--- config.mk ---
export PLATFORM = sky130hd
export DESIGN_NAME = regfile_dump_flat
export DESIGN_NICKNAME = d
export VERILOG_FILES = /design/src/rtl/regfile_dump_if.sv /design/src/rtl/regfile_dump.sv /design/src/flat_wrapper.sv
export SDC_FILE = /design/constraint.sdc
export NUM_CORES = 1
export LEC_CHECK = 0
export BUFFER_PORTS_ARGS = -buffer_cell sky130_fd_sc_hd__buf_2
export CAP_MARGIN = 20
export CORE_UTILIZATION = 40
export CTS_CLUSTER_SIZE = 25
export DETAILED_ROUTE_END_ITERATION = 8
export GPL_TIMING_DRIVEN = 0
export PLACE_DENSITY_LB_ADDON = 0.25
export SLEW_MARGIN = 20
export SYNTH_ARGS = -nofsm -noshare
export SYNTH_HDL_FRONTEND = slang
export SYNTH_SLANG_ARGS = --single-unit
--- constraint.sdc ---
create_clock -name Clk -period 1.7 [get_ports Clk]
set_input_delay 0.425 -clock Clk [delete_from_list [all_inputs] [get_ports Clk]]
set_output_delay 0.425 -clock Clk [all_outputs]
set_load 0.05 [all_outputs]
--- src/rtl/regfile_dump_if.sv ---
// ---------------------------------------------------------------------------
// regfile_dump_if
//   Valid/ready stream carrying register-file dump words from regfile_dump to
//   its sink.
//   Signals:
//     DumpData   streamed register word (or checksum word)
//     DumpAddr   register index of DumpData (0 for the checksum word)
//     DumpCksum  high when DumpData is the checksum word
//     DumpValid  DumpData/DumpAddr/DumpCksum valid
//     DumpReady  sink accepts the word when DumpValid && DumpReady at a rising edge
//   Modports:
//     master  the dump sequencer (drives the word, samples DumpReady)
//     slave   the sink (samples the word, drives DumpReady)
// ---------------------------------------------------------------------------
interface regfile_dump_if #(
  parameter int DATA_W = 32,
  parameter int ADDR_W = 5
);
  logic [DATA_W-1:0] DumpData;
  logic [ADDR_W-1:0] DumpAddr;
  logic              DumpCksum;
  logic              DumpValid;
  logic              DumpReady;

  modport master (
    output DumpData,
    output DumpAddr,
    output DumpCksum,
    output DumpValid,
    input  DumpReady
  );

  modport slave (
    input  DumpData,
    input  DumpAddr,
    input  DumpCksum,
    input  DumpValid,
    output DumpReady
  );
endinterface

--- src/rtl/regfile_dump.sv ---
// ---------------------------------------------------------------------------
// regfile_dump
//   Read-side sequencer for the 32x32 MIPS register file. On Start it walks
//   the register range FirstReg..LastReg (wrapping 31 -> 0) through one
//   asynchronous read port and streams each word out on a valid/ready
//   interface. One word per two cycles when the sink is always ready.
//
//   Optional feature: define REGDUMP_CHECKSUM_EN to append a checksum word
//   (running XOR of every accepted data word, DumpAddr = 0, DumpCksum = 1)
//   after the last data word. Without it DumpCksum is tied low.
//
//   Ports:
//     Clk           clock, rising edge
//     Reset_n       asynchronous active-low reset
//     Start         begin a dump (sampled only in IDLE)
//     FirstReg      first register of the range, latched with Start
//     LastReg       last register of the range, latched with Start
//     ReadRegister  address to the register-file read port
//     ReadData      asynchronous read data from the register file
//     Busy          high whenever the sequencer is not IDLE
//     Done          one-cycle pulse after the final word is accepted
//     dumpIf        output stream (master side of regfile_dump_if)
// ---------------------------------------------------------------------------
module regfile_dump #(
  parameter int DATA_W = 32,
  parameter int ADDR_W = 5
) (
  input  logic              Clk,
  input  logic              Reset_n,
  input  logic              Start,
  input  logic [ADDR_W-1:0] FirstReg,
  input  logic [ADDR_W-1:0] LastReg,
  output logic [ADDR_W-1:0] ReadRegister,
  input  logic [DATA_W-1:0] ReadData,
  output logic              Busy,
  output logic              Done,
  regfile_dump_if.master    dumpIf
);

  localparam logic [2:0] IDLE  = 3'd0;
  localparam logic [2:0] READ  = 3'd1;
  localparam logic [2:0] SEND  = 3'd2;
  localparam logic [2:0] DONE  = 3'd3;
`ifdef REGDUMP_CHECKSUM_EN
  localparam logic [2:0] CKSUM = 3'd4;
`endif

  logic [2:0]        stateReg;
  logic [ADDR_W-1:0] counterReg;   // register currently being read / sent
  logic [ADDR_W-1:0] lastRegReg;   // end of range, frozen for the whole dump
  logic [DATA_W-1:0] dumpDataReg;
  logic [ADDR_W-1:0] dumpAddrReg;
  logic              handshake;
  logic              atLast;

  assign handshake = dumpIf.DumpValid && dumpIf.DumpReady;
  assign atLast    = (counterReg == lastRegReg);

`ifdef REGDUMP_CHECKSUM_EN
  logic [DATA_W-1:0] checksumReg;
  logic              cksumFlagReg;

  always_ff @(posedge Clk or negedge Reset_n) begin
    if (!Reset_n) begin
      stateReg     <= IDLE;
      counterReg   <= '0;
      lastRegReg   <= '0;
      dumpDataReg  <= '0;
      dumpAddrReg  <= '0;
      checksumReg  <= '0;
      cksumFlagReg <= 1'b0;
    end else begin
      case (stateReg)
        IDLE: begin
          if (Start) begin
            counterReg  <= FirstReg;
            lastRegReg  <= LastReg;
            checksumReg <= '0;
            stateReg    <= READ;
          end
        end
        READ: begin
          dumpDataReg <= ReadData;
          dumpAddrReg <= counterReg;
          stateReg    <= SEND;
        end
        SEND: begin
          if (handshake) begin
            checksumReg <= checksumReg ^ dumpDataReg;
            if (atLast) begin
              // Fold the word just accepted into the checksum word directly,
              // since checksumReg only updates at this same edge.
              dumpDataReg  <= checksumReg ^ dumpDataReg;
              dumpAddrReg  <= '0;
              cksumFlagReg <= 1'b1;
              stateReg     <= CKSUM;
            end else begin
              counterReg <= counterReg + 1'b1;
              stateReg   <= READ;
            end
          end
        end
        CKSUM: begin
          if (handshake) begin
            cksumFlagReg <= 1'b0;
            stateReg     <= DONE;
          end
        end
        DONE:    stateReg <= IDLE;
        default: stateReg <= IDLE;
      endcase
    end
  end

  assign dumpIf.DumpValid = (stateReg == SEND) || (stateReg == CKSUM);
  assign dumpIf.DumpCksum = cksumFlagReg;
`else
  always_ff @(posedge Clk or negedge Reset_n) begin
    if (!Reset_n) begin
      stateReg    <= IDLE;
      counterReg  <= '0;
      lastRegReg  <= '0;
      dumpDataReg <= '0;
      dumpAddrReg <= '0;
    end else begin
      case (stateReg)
        IDLE: begin
          if (Start) begin
            counterReg <= FirstReg;
            lastRegReg <= LastReg;
            stateReg   <= READ;
          end
        end
        READ: begin
          dumpDataReg <= ReadData;
          dumpAddrReg <= counterReg;
          stateReg    <= SEND;
        end
        SEND: begin
          if (handshake) begin
            if (atLast) begin
              stateReg <= DONE;
            end else begin
              counterReg <= counterReg + 1'b1;
              stateReg   <= READ;
            end
          end
        end
        DONE:    stateReg <= IDLE;
        default: stateReg <= IDLE;
      endcase
    end
  end

  assign dumpIf.DumpValid = (stateReg == SEND);
  assign dumpIf.DumpCksum = 1'b0;
`endif

  // The counter is never advanced past the last register, so the read port
  // keeps presenting the final address until the next dump or a reset.
  assign ReadRegister    = counterReg;
  assign dumpIf.DumpData = dumpDataReg;
  assign dumpIf.DumpAddr = dumpAddrReg;
  assign Busy            = (stateReg != IDLE);
  assign Done            = (stateReg == DONE);

endmodule

--- src/flat_wrapper.sv ---
// flat-port wrapper written by rule: the top's interface ports become plain ports
module regfile_dump_flat 
#(
  parameter int DATA_W = 32,
  parameter int ADDR_W = 5
)
  (Clk, Reset_n, Start, FirstReg, LastReg, ReadRegister, ReadData, Busy, Done, dumpIf_DumpData, dumpIf_DumpAddr, dumpIf_DumpCksum, dumpIf_DumpValid, dumpIf_DumpReady);
  regfile_dump_if #(.DATA_W(DATA_W), .ADDR_W(ADDR_W)) dumpIf_i ();
  input  logic Clk;
  input  logic Reset_n;
  input  logic Start;
  input  logic [ADDR_W-1:0] FirstReg;
  input  logic [ADDR_W-1:0] LastReg;
  output logic [ADDR_W-1:0] ReadRegister;
  input  logic [DATA_W-1:0] ReadData;
  output logic Busy;
  output logic Done;
  output wire logic [$bits(dumpIf_i.DumpData)-1:0] dumpIf_DumpData;
  output wire logic [$bits(dumpIf_i.DumpAddr)-1:0] dumpIf_DumpAddr;
  output wire logic [$bits(dumpIf_i.DumpCksum)-1:0] dumpIf_DumpCksum;
  output wire logic [$bits(dumpIf_i.DumpValid)-1:0] dumpIf_DumpValid;
  input wire logic [$bits(dumpIf_i.DumpReady)-1:0] dumpIf_DumpReady;
  assign dumpIf_DumpData = dumpIf_i.DumpData;
  assign dumpIf_DumpAddr = dumpIf_i.DumpAddr;
  assign dumpIf_DumpCksum = dumpIf_i.DumpCksum;
  assign dumpIf_DumpValid = dumpIf_i.DumpValid;
  assign dumpIf_i.DumpReady = dumpIf_DumpReady;
  regfile_dump #(.DATA_W(DATA_W), .ADDR_W(ADDR_W)) u_core (.Clk(Clk), .Reset_n(Reset_n), .Start(Start), .FirstReg(FirstReg), .LastReg(LastReg), .ReadRegister(ReadRegister), .ReadData(ReadData), .Busy(Busy), .Done(Done), .dumpIf(dumpIf_i));
endmodule
==> impl_summary.txt, run 1 <==
----------------------------------------------------
[Setup path]
  Worst path required time ... 1.27 ns
  Cell with the largest stage delay on the worst path ... sky130_fd_sc_hd__dfrtp_1
  Maximum single-stage delay on the critical path ... 0.42 ns
  Max Fanout on Critical Path ... 6
  Type of element capturing the critical path ... output port
  Crit path arrival time ... 1.23 ns
  Worst setup SP type ... flop
  CP Class ... reg2out
  Critical path, cell by cell ... and2b_2, buf_6, buf_8

[Timing]
  Clock period minus worst slack ... 1.66 ns
  RSZ-0062 raised after global routing ... true
  Final count of negative-setup-slack endpoints ... 0
  Transition time of the tightest slew-check pin ... 0.600 ns
  Final hold violations ... 0
  Post-route clock skew ... 0.00599 ns
  Worst hold margin ... 0.138 ns
  Peak clock frequency supported by timing ... 603 MHz
  Tightest slew margin relative to the limit ... 60.0%
  Final max-slew violation count ... 0
  Post-route clock period utilization ... 97.5%

[Place]
  Input/output buffers ... 90
  Half-perimeter wire length after placement ... 2930 µm
  Gpl congestion ... 0.766

[Synth]
  Fraction of the yosys area taken by sequential cells ... 59.6%
  Cell types with the largest area share after synthesis ... sky130_fd_sc_hd__dfrtp_1, sky130_fd_sc_hd__mux2_2, sky130_fd_sc_hd__xnor2_1, sky130_fd_sc_hd__a22oi_1, sky130_fd_sc_hd__buf_4
  Most common library cells after synthesis ... sky130_fd_sc_hd__dfrtp_1, sky130_fd_sc_hd__mux2_2, sky130_fd_sc_hd__nand2_1
  Async S/R FF share, synth ... 100%
  Main synth FF type ... sky130_fd_sc_hd__dfrtp_1
  Post-synthesis adder-cell area fraction ... 0.608%
  Post-Synthesis Net Count ... 192
  Post-Synthesis Cell Area ... 0.00206 mm²
  Library cells used by synthesis ... 30
  Largest family of logic cells by synthesized area ... multiplexers
  Xor-xnor portion of the synthesized cell area ... 2.13%
  Proportion of synthesized area in mux cells ... 24.8%
  Number of enable flip-flop cells after synthesis ... 0
  Number of standard cells after synthesis ... 145
  Area share of the largest cell type after synthesis ... 59.6%
  Total number of yosys warnings ... 0
  #FFs+latches synth ... 49
  Synthesized area per cell ... 14.2 µm²
  Most numerous cell in the Yosys netlist ... sky130_fd_sc_hd__dfrtp_1
  Cell accounting for the most synthesized area ... sky130_fd_sc_hd__dfrtp_1
  Share of synthesized cell area in and, or, nand and nor gates ... 4.93%
  Complex-gate fraction of the synthesized area ... 5.05%

[Detailed routing]
  Vias per inst ... 4.76
  Post-route DRC ... 0
  Detailed-routing iteration count for the pre-antenna-repair pass ... 4
  Detailed-route wire length ... 4000 µm
  Post-DR wirelength/cell ... 12.6 µm
  Total number of vias ... 1509
  Antenna Nets Post-Route ... 0
  Count of routing violations after the opening detailed-route iteration ... 21

[Global route]
  Number of antenna violations at the first check in global routing ... 0
  Vias in the first global route ... 1344
  Global-route wire length before repair ... 6250 µm
  Maximum number of pins on one net before global-route repair ... 50
  Remaining Overflow, GRT ... 0
  GRT Total Usage ... 15.5%

[Clock network]
  Number of buffers created by CTS ... 5
  CTS Hold Buffers Added ... 0
  Number of clock sinks ... 49
  Clock Path Buffers ... 2
  Clock input transition at the sequential cells of the worst setup and hold paths ... 0.09 ns
  Htree depth ... 2
  Root cell of the clock tree ... sky130_fd_sc_hd__clkbuf_8
  Clock latency on the worst-skew pair ... 0.29 ns
  CTS tree ... yes

[Floorplan]
  Vertical die dimension ... 73.7 µm
  Starting Density ... 42.4%
  Core footprint ... 0.00485 mm²
  DIE AREA ... 0.00543 mm²
  Site row count ... 25
  Horizontal extent of the die ... 73.7 µm
  Num ports ... 92

[Layout]
  Area Overhead vs Synth ... 35.2%
  Fillcell total ... 424
  Multi-input logic area ... 774 µm²
  Fraction of final layout cells with drive strength greater than 1 ... 64.0%
  Number of antenna repair diodes ... 0
  Nets ... 296
  FF/Latch Area ... 0.00123 mm²

[Status]
  Status ... finished clean

[Min path]
  Hold Path Class ... in2async

[Job]
  Total of max-cap violations ... 0

----------------------------------------------------
-- cell usage in the layout (no fill, tap or decap), types with 2 or more instances in the layout --
cell type	instances
sky130_fd_sc_hd__clkbuf_8	6
sky130_fd_sc_hd__nand3_1	3
sky130_fd_sc_hd__mux2_2	42
sky130_fd_sc_hd__nor2_2	2
sky130_fd_sc_hd__xnor2_1	5
sky130_fd_sc_hd__o22ai_1	2
sky130_fd_sc_hd__nand2_1	6
sky130_fd_sc_hd__inv_1	5
sky130_fd_sc_hd__buf_4	12
sky130_fd_sc_hd__dfrtp_1	49
sky130_fd_sc_hd__buf_2	89
sky130_fd_sc_hd__o211ai_1	3
sky130_fd_sc_hd__nor2_1	2
sky130_fd_sc_hd__a22oi_1	3
-- cell families after synthesis --
family	count (synthesis)
xor gates and xnor gates	5
and+or+nand+nor	19
other	1
DFF	49
buffers and inverters	11
AOI/OAI and AO/OA	14
muxes	45
adders and majority gates	1
-- area by class of cell --
cell class / instances / share of cell area, %
Buffer: 6 / 1.57
Inverter: 5 / 0.675
Timing Repair Buffer: 97 / 18.6
Clock inverter: 1 / 1.08
Sequential cell: 49 / 44.1
Tap cell: 67 / 3.01
Multi-Input combinational cell: 85 / 27.8
Clock buffer: 7 / 3.10
-- worst paths after layout --
path,start,endpoint,slack (ns),depth (start not counted)
max in group asynchronous,Reset_n,u_core.dumpIf.DumpAddr[1],1.16,1
setup reg to reg,u_core.stateReg[0],u_core.dumpIf.DumpData[26],0.11,5
hold reg to reg,u_core.dumpIf.DumpData[2],u_core.dumpIf.DumpData[2],0.50,1
setup / recovery,u_core.stateReg[1],dumpIf_DumpValid,0.04,3
min in group Clk,ReadData[2],u_core.dumpIf.DumpData[2],0.35,2
hold / removal,Reset_n,u_core.dumpIf.DumpData[4],0.14,1
-- per-stage QoR --
stage | cells | utilization [%] | instance area, µm² | worst slack, ns | setup TNS [ns]
2_1_floorplan | 145 | - | 2060 | 0.000244 | 0
3_3_place_gp | 302 | 53.4 | 2590 | 0.0634 | 0
3_5_place_dp | 302 | 53.4 | 2590 | 0.0707 | 0
4_1_cts | 313 | 56.6 | 2740 | 0.000906 | 0
5_1_grt | 317 | 57.4 | 2780 | -0.0102 | -0.0102
6_report | 317 | 57.4 | 2780 | 0.0419 | 0
-- critical path, delay by kind of cell, from the launching register on --
family	cells	cell delay, ns
DFF	1	0.42
and+or+nand+nor	1	0.24
buffers and inverters	2	0.28
-- layer usage --
metal | up-vias | track usage (%) | routed length [µm]
li1 | 716 | - | -
met1 | 724 | 19.9 | 1800
met2 | 64 | 24.6 | 1860
met3 | 5 | 3.70 | 285
met4 | 0 | 7.69 | 51
met5 | - | 0 | 0
-- sequential cells by signal, summed over array words and instances (netlist names) --
signal and flops:
u_core.dumpIf.DumpData 32, u_core.stateReg 2, u_core.dumpIf.DumpAddr 5, u_core.ReadRegister 5, u_core.lastRegReg 5
-- what timing repair did --
item / in CTS / in global routing
setup buffers: 3 / 4
setup endpoints to repair: 2 / 4
resized for setup: 4 / 3
pin swaps: 0 / 0
gates cloned: 0 / 0
Power of run 1 is not shown: default switching activity piles up to over one toggle a cycle in this logic, so the estimate is an artifact.
==> run 2, diff against run 1 <==
RECOVER_POWER = 100   (was not set)
==> run 2 against run 1 <==
  * Clock skew about the same
  * Sequential share of layout area increased by 0.68 points
  * Clock-buffer cell count unchanged
  * Cell area decreased by 1.5%
  * Critical path depth unchanged
  * Maximum frequency about the same
  * Register-to-register slack got worse by 0.02 ns
  * Sequential cell count unchanged
  * Setup slack got worse by 0.0015 ns
  * Die area unchanged
  * First-iteration DRC count unchanged
  * Non-clock buffer count unchanged
  * Largest cell class unchanged
==> impl_summary.txt, run 2 (synthesized netlist as in run 1, its figures left out) <==
----------------------------------------------------
[Place]
  Gpl congestion ... 0.766
  Worst slack at placement ... 0.0707 ns
  Input/output buffers ... 90
  Half-perimeter wire length after placement ... 2930 µm
  Post-DP Area ... 0.00259 mm²

[Detailed routing]
  Detailed-route wire length ... 4040 µm
  Antenna Nets Post-Route ... 0
  Detailed-routing iteration count for the pre-antenna-repair pass ... 4
  Count of routing violations after the opening detailed-route iteration ... 21
  Post-DR wirelength/cell ... 12.7 µm
  Total number of vias ... 1506
  Vias per inst ... 4.75
  Post-route DRC ... 0

[Global route]
  Global-route wire length before repair ... 6250 µm
  Maximum number of pins on one net before global-route repair ... 50
  GRT Total Usage ... 15.5%
  Number of antenna violations at the first check in global routing ... 0
  Vias in the first global route ... 1344
  Remaining Overflow, GRT ... 0

[Timing]
  Worst hold margin ... 0.345 ns
  Post-route clock period utilization ... 97.6%
  Final hold violations ... 0
  Final max-slew violation count ... 0
  Peak clock frequency supported by timing ... 603 MHz
  Worst setup slack after layout ... 0.0405 ns
  RSZ-0062 raised after global routing ... true
  Post-route clock skew ... 0.00551 ns
  Transition time of the tightest slew-check pin ... 1.19 ns
  Final count of negative-setup-slack endpoints ... 0
  Clock period minus worst slack ... 1.66 ns
  Tightest slew margin relative to the limit ... 20.6%

[Clock network]
  Htree depth ... 2
  Number of buffers created by CTS ... 5
  Number of clock sinks ... 49
  Clock input transition at the sequential cells of the worst setup and hold paths ... 0.08 ns
  Clock latency on the worst-skew pair ... 0.29 ns
  CTS Hold Buffers Added ... 0
  Root cell of the clock tree ... sky130_fd_sc_hd__clkbuf_8
  CTS tree ... yes
  Clock Path Buffers ... 2

[Layout]
  Fillcell total ... 446
  Number of antenna repair diodes ... 0
  Nets ... 296
  Number of flip-flops in the largest register ... 32
  Area Overhead vs Synth ... 33.2%
  Fraction of final layout cells with drive strength greater than 1 ... 52.4%
  Most common cell after layout, fill and taps aside ... sky130_fd_sc_hd__dfrtp_1
  Layout Cell Area excl Fill ... 0.00274 mm²
  Fin util ... 56.5%
  Commonest cells after routing, fill and taps aside ... sky130_fd_sc_hd__dfrtp_1, sky130_fd_sc_hd__buf_2, sky130_fd_sc_hd__mux2_2

[Setup path]
  Worst path required time ... 1.27 ns
  Worst R2R Start ... u_core.stateReg[0]
  Max Fanout on Critical Path ... 6
  Worst Path Buf+Inv ... 2
  Worst setup SP type ... flop
  CP Class ... reg2out
  Largest delay share family, worst path ... flip-flops
  Cell with the largest stage delay on the worst path ... sky130_fd_sc_hd__dfrtp_1
  Startpoint of the worst setup timing path ... u_core.stateReg[1]
  Critical path, cell by cell ... and2b_2, buf_6, buf_8
  Maximum single-stage delay on the critical path ... 0.42 ns
  Crit path arrival time ... 1.23 ns
  Type of element capturing the critical path ... output port

[Floorplan]
  Site row count ... 25
  Core footprint ... 0.00485 mm²
  Horizontal extent of the die ... 73.7 µm
  Starting Density ... 42.4%
  Vertical die dimension ... 73.7 µm
  DIE AREA ... 0.00543 mm²
  Num ports ... 92

[Min path]
  Start point of the worst hold path ... ReadData[2]
  Hold Path Class ... in2reg

[Status]
  Status ... finished clean

[Job]
  Total of max-cap violations ... 0

----------------------------------------------------
==> run 2: changes by cell type in the layout (fill, tap and decap cells not counted), sizes merged <==
cell    delta
buf       -42
clkbuf    +42
==> run 2: worst register-to-register path: cells and delay by family, from the launching register on <==
kind	cells	cell delay, ns
AO/OA/AOI/OAI	1	0.25
buffers and inverters	2	0.26
multiplexers	1	0.33
flip-flops	1	0.40
AND/OR/NAND/NOR	1	0.25
==> run 2: repair_timing <==
| item | 4_1_cts | 5_1_grt |
|---|---|---|
| setup buffers | 3 | 4 |
| gates cloned | 0 | 0 |
| gates resized for setup | 4 | 3 |
| endpoints found under the setup margin | 2 | 4 |
==> run 2: routing by layer <==
layer,vias up,share of wire [%],global-route usage [%]
met5,-,0,0
met2,63,45,24.6
met1,721,46,19.9
met4,0,1.5,7.69
li1,716,-,-
met3,6,6.7,3.70
==> run 2: through the flow <==
stage / std cells / setup TNS (ns)
after detailed placement: 302 / 0
final: 317 / 0
after global placement: 302 / 0
after global routing: 317 / -0.0135
after floorplan: 145 / 0
after CTS: 313 / 0
==> run 2: path summary, 6_finish.rpt <==
check	end	slack (ns)	depth (start not counted)
max in group asynchronous	u_core.dumpIf.DumpAddr[1]	0.62	1
worst min-delay path	u_core.dumpIf.DumpData[2]	0.35	2
worst max register to register	u_core.ReadRegister[1]	0.09	5
worst max-delay path	dumpIf_DumpValid	0.04	3
min in group asynchronous	u_core.dumpIf.DumpData[4]	0.36	1
worst min register to register	u_core.dumpIf.DumpData[2]	0.50	1
==> run 2: final cells by class <==
cell class	count	area [µm²]	area share, %
inverter	5	18.8	0.685
sequential	49	1230	44.8
clock inverter	1	30.0	1.10
clock buffer	7	86.3	3.15
timing repair buffer	97	482	17.6
buffer	6	43.8	1.60
multi-input combinational	85	768	28.0
tap	67	83.8	3.06
Power of run 2 is left out for the same reason.
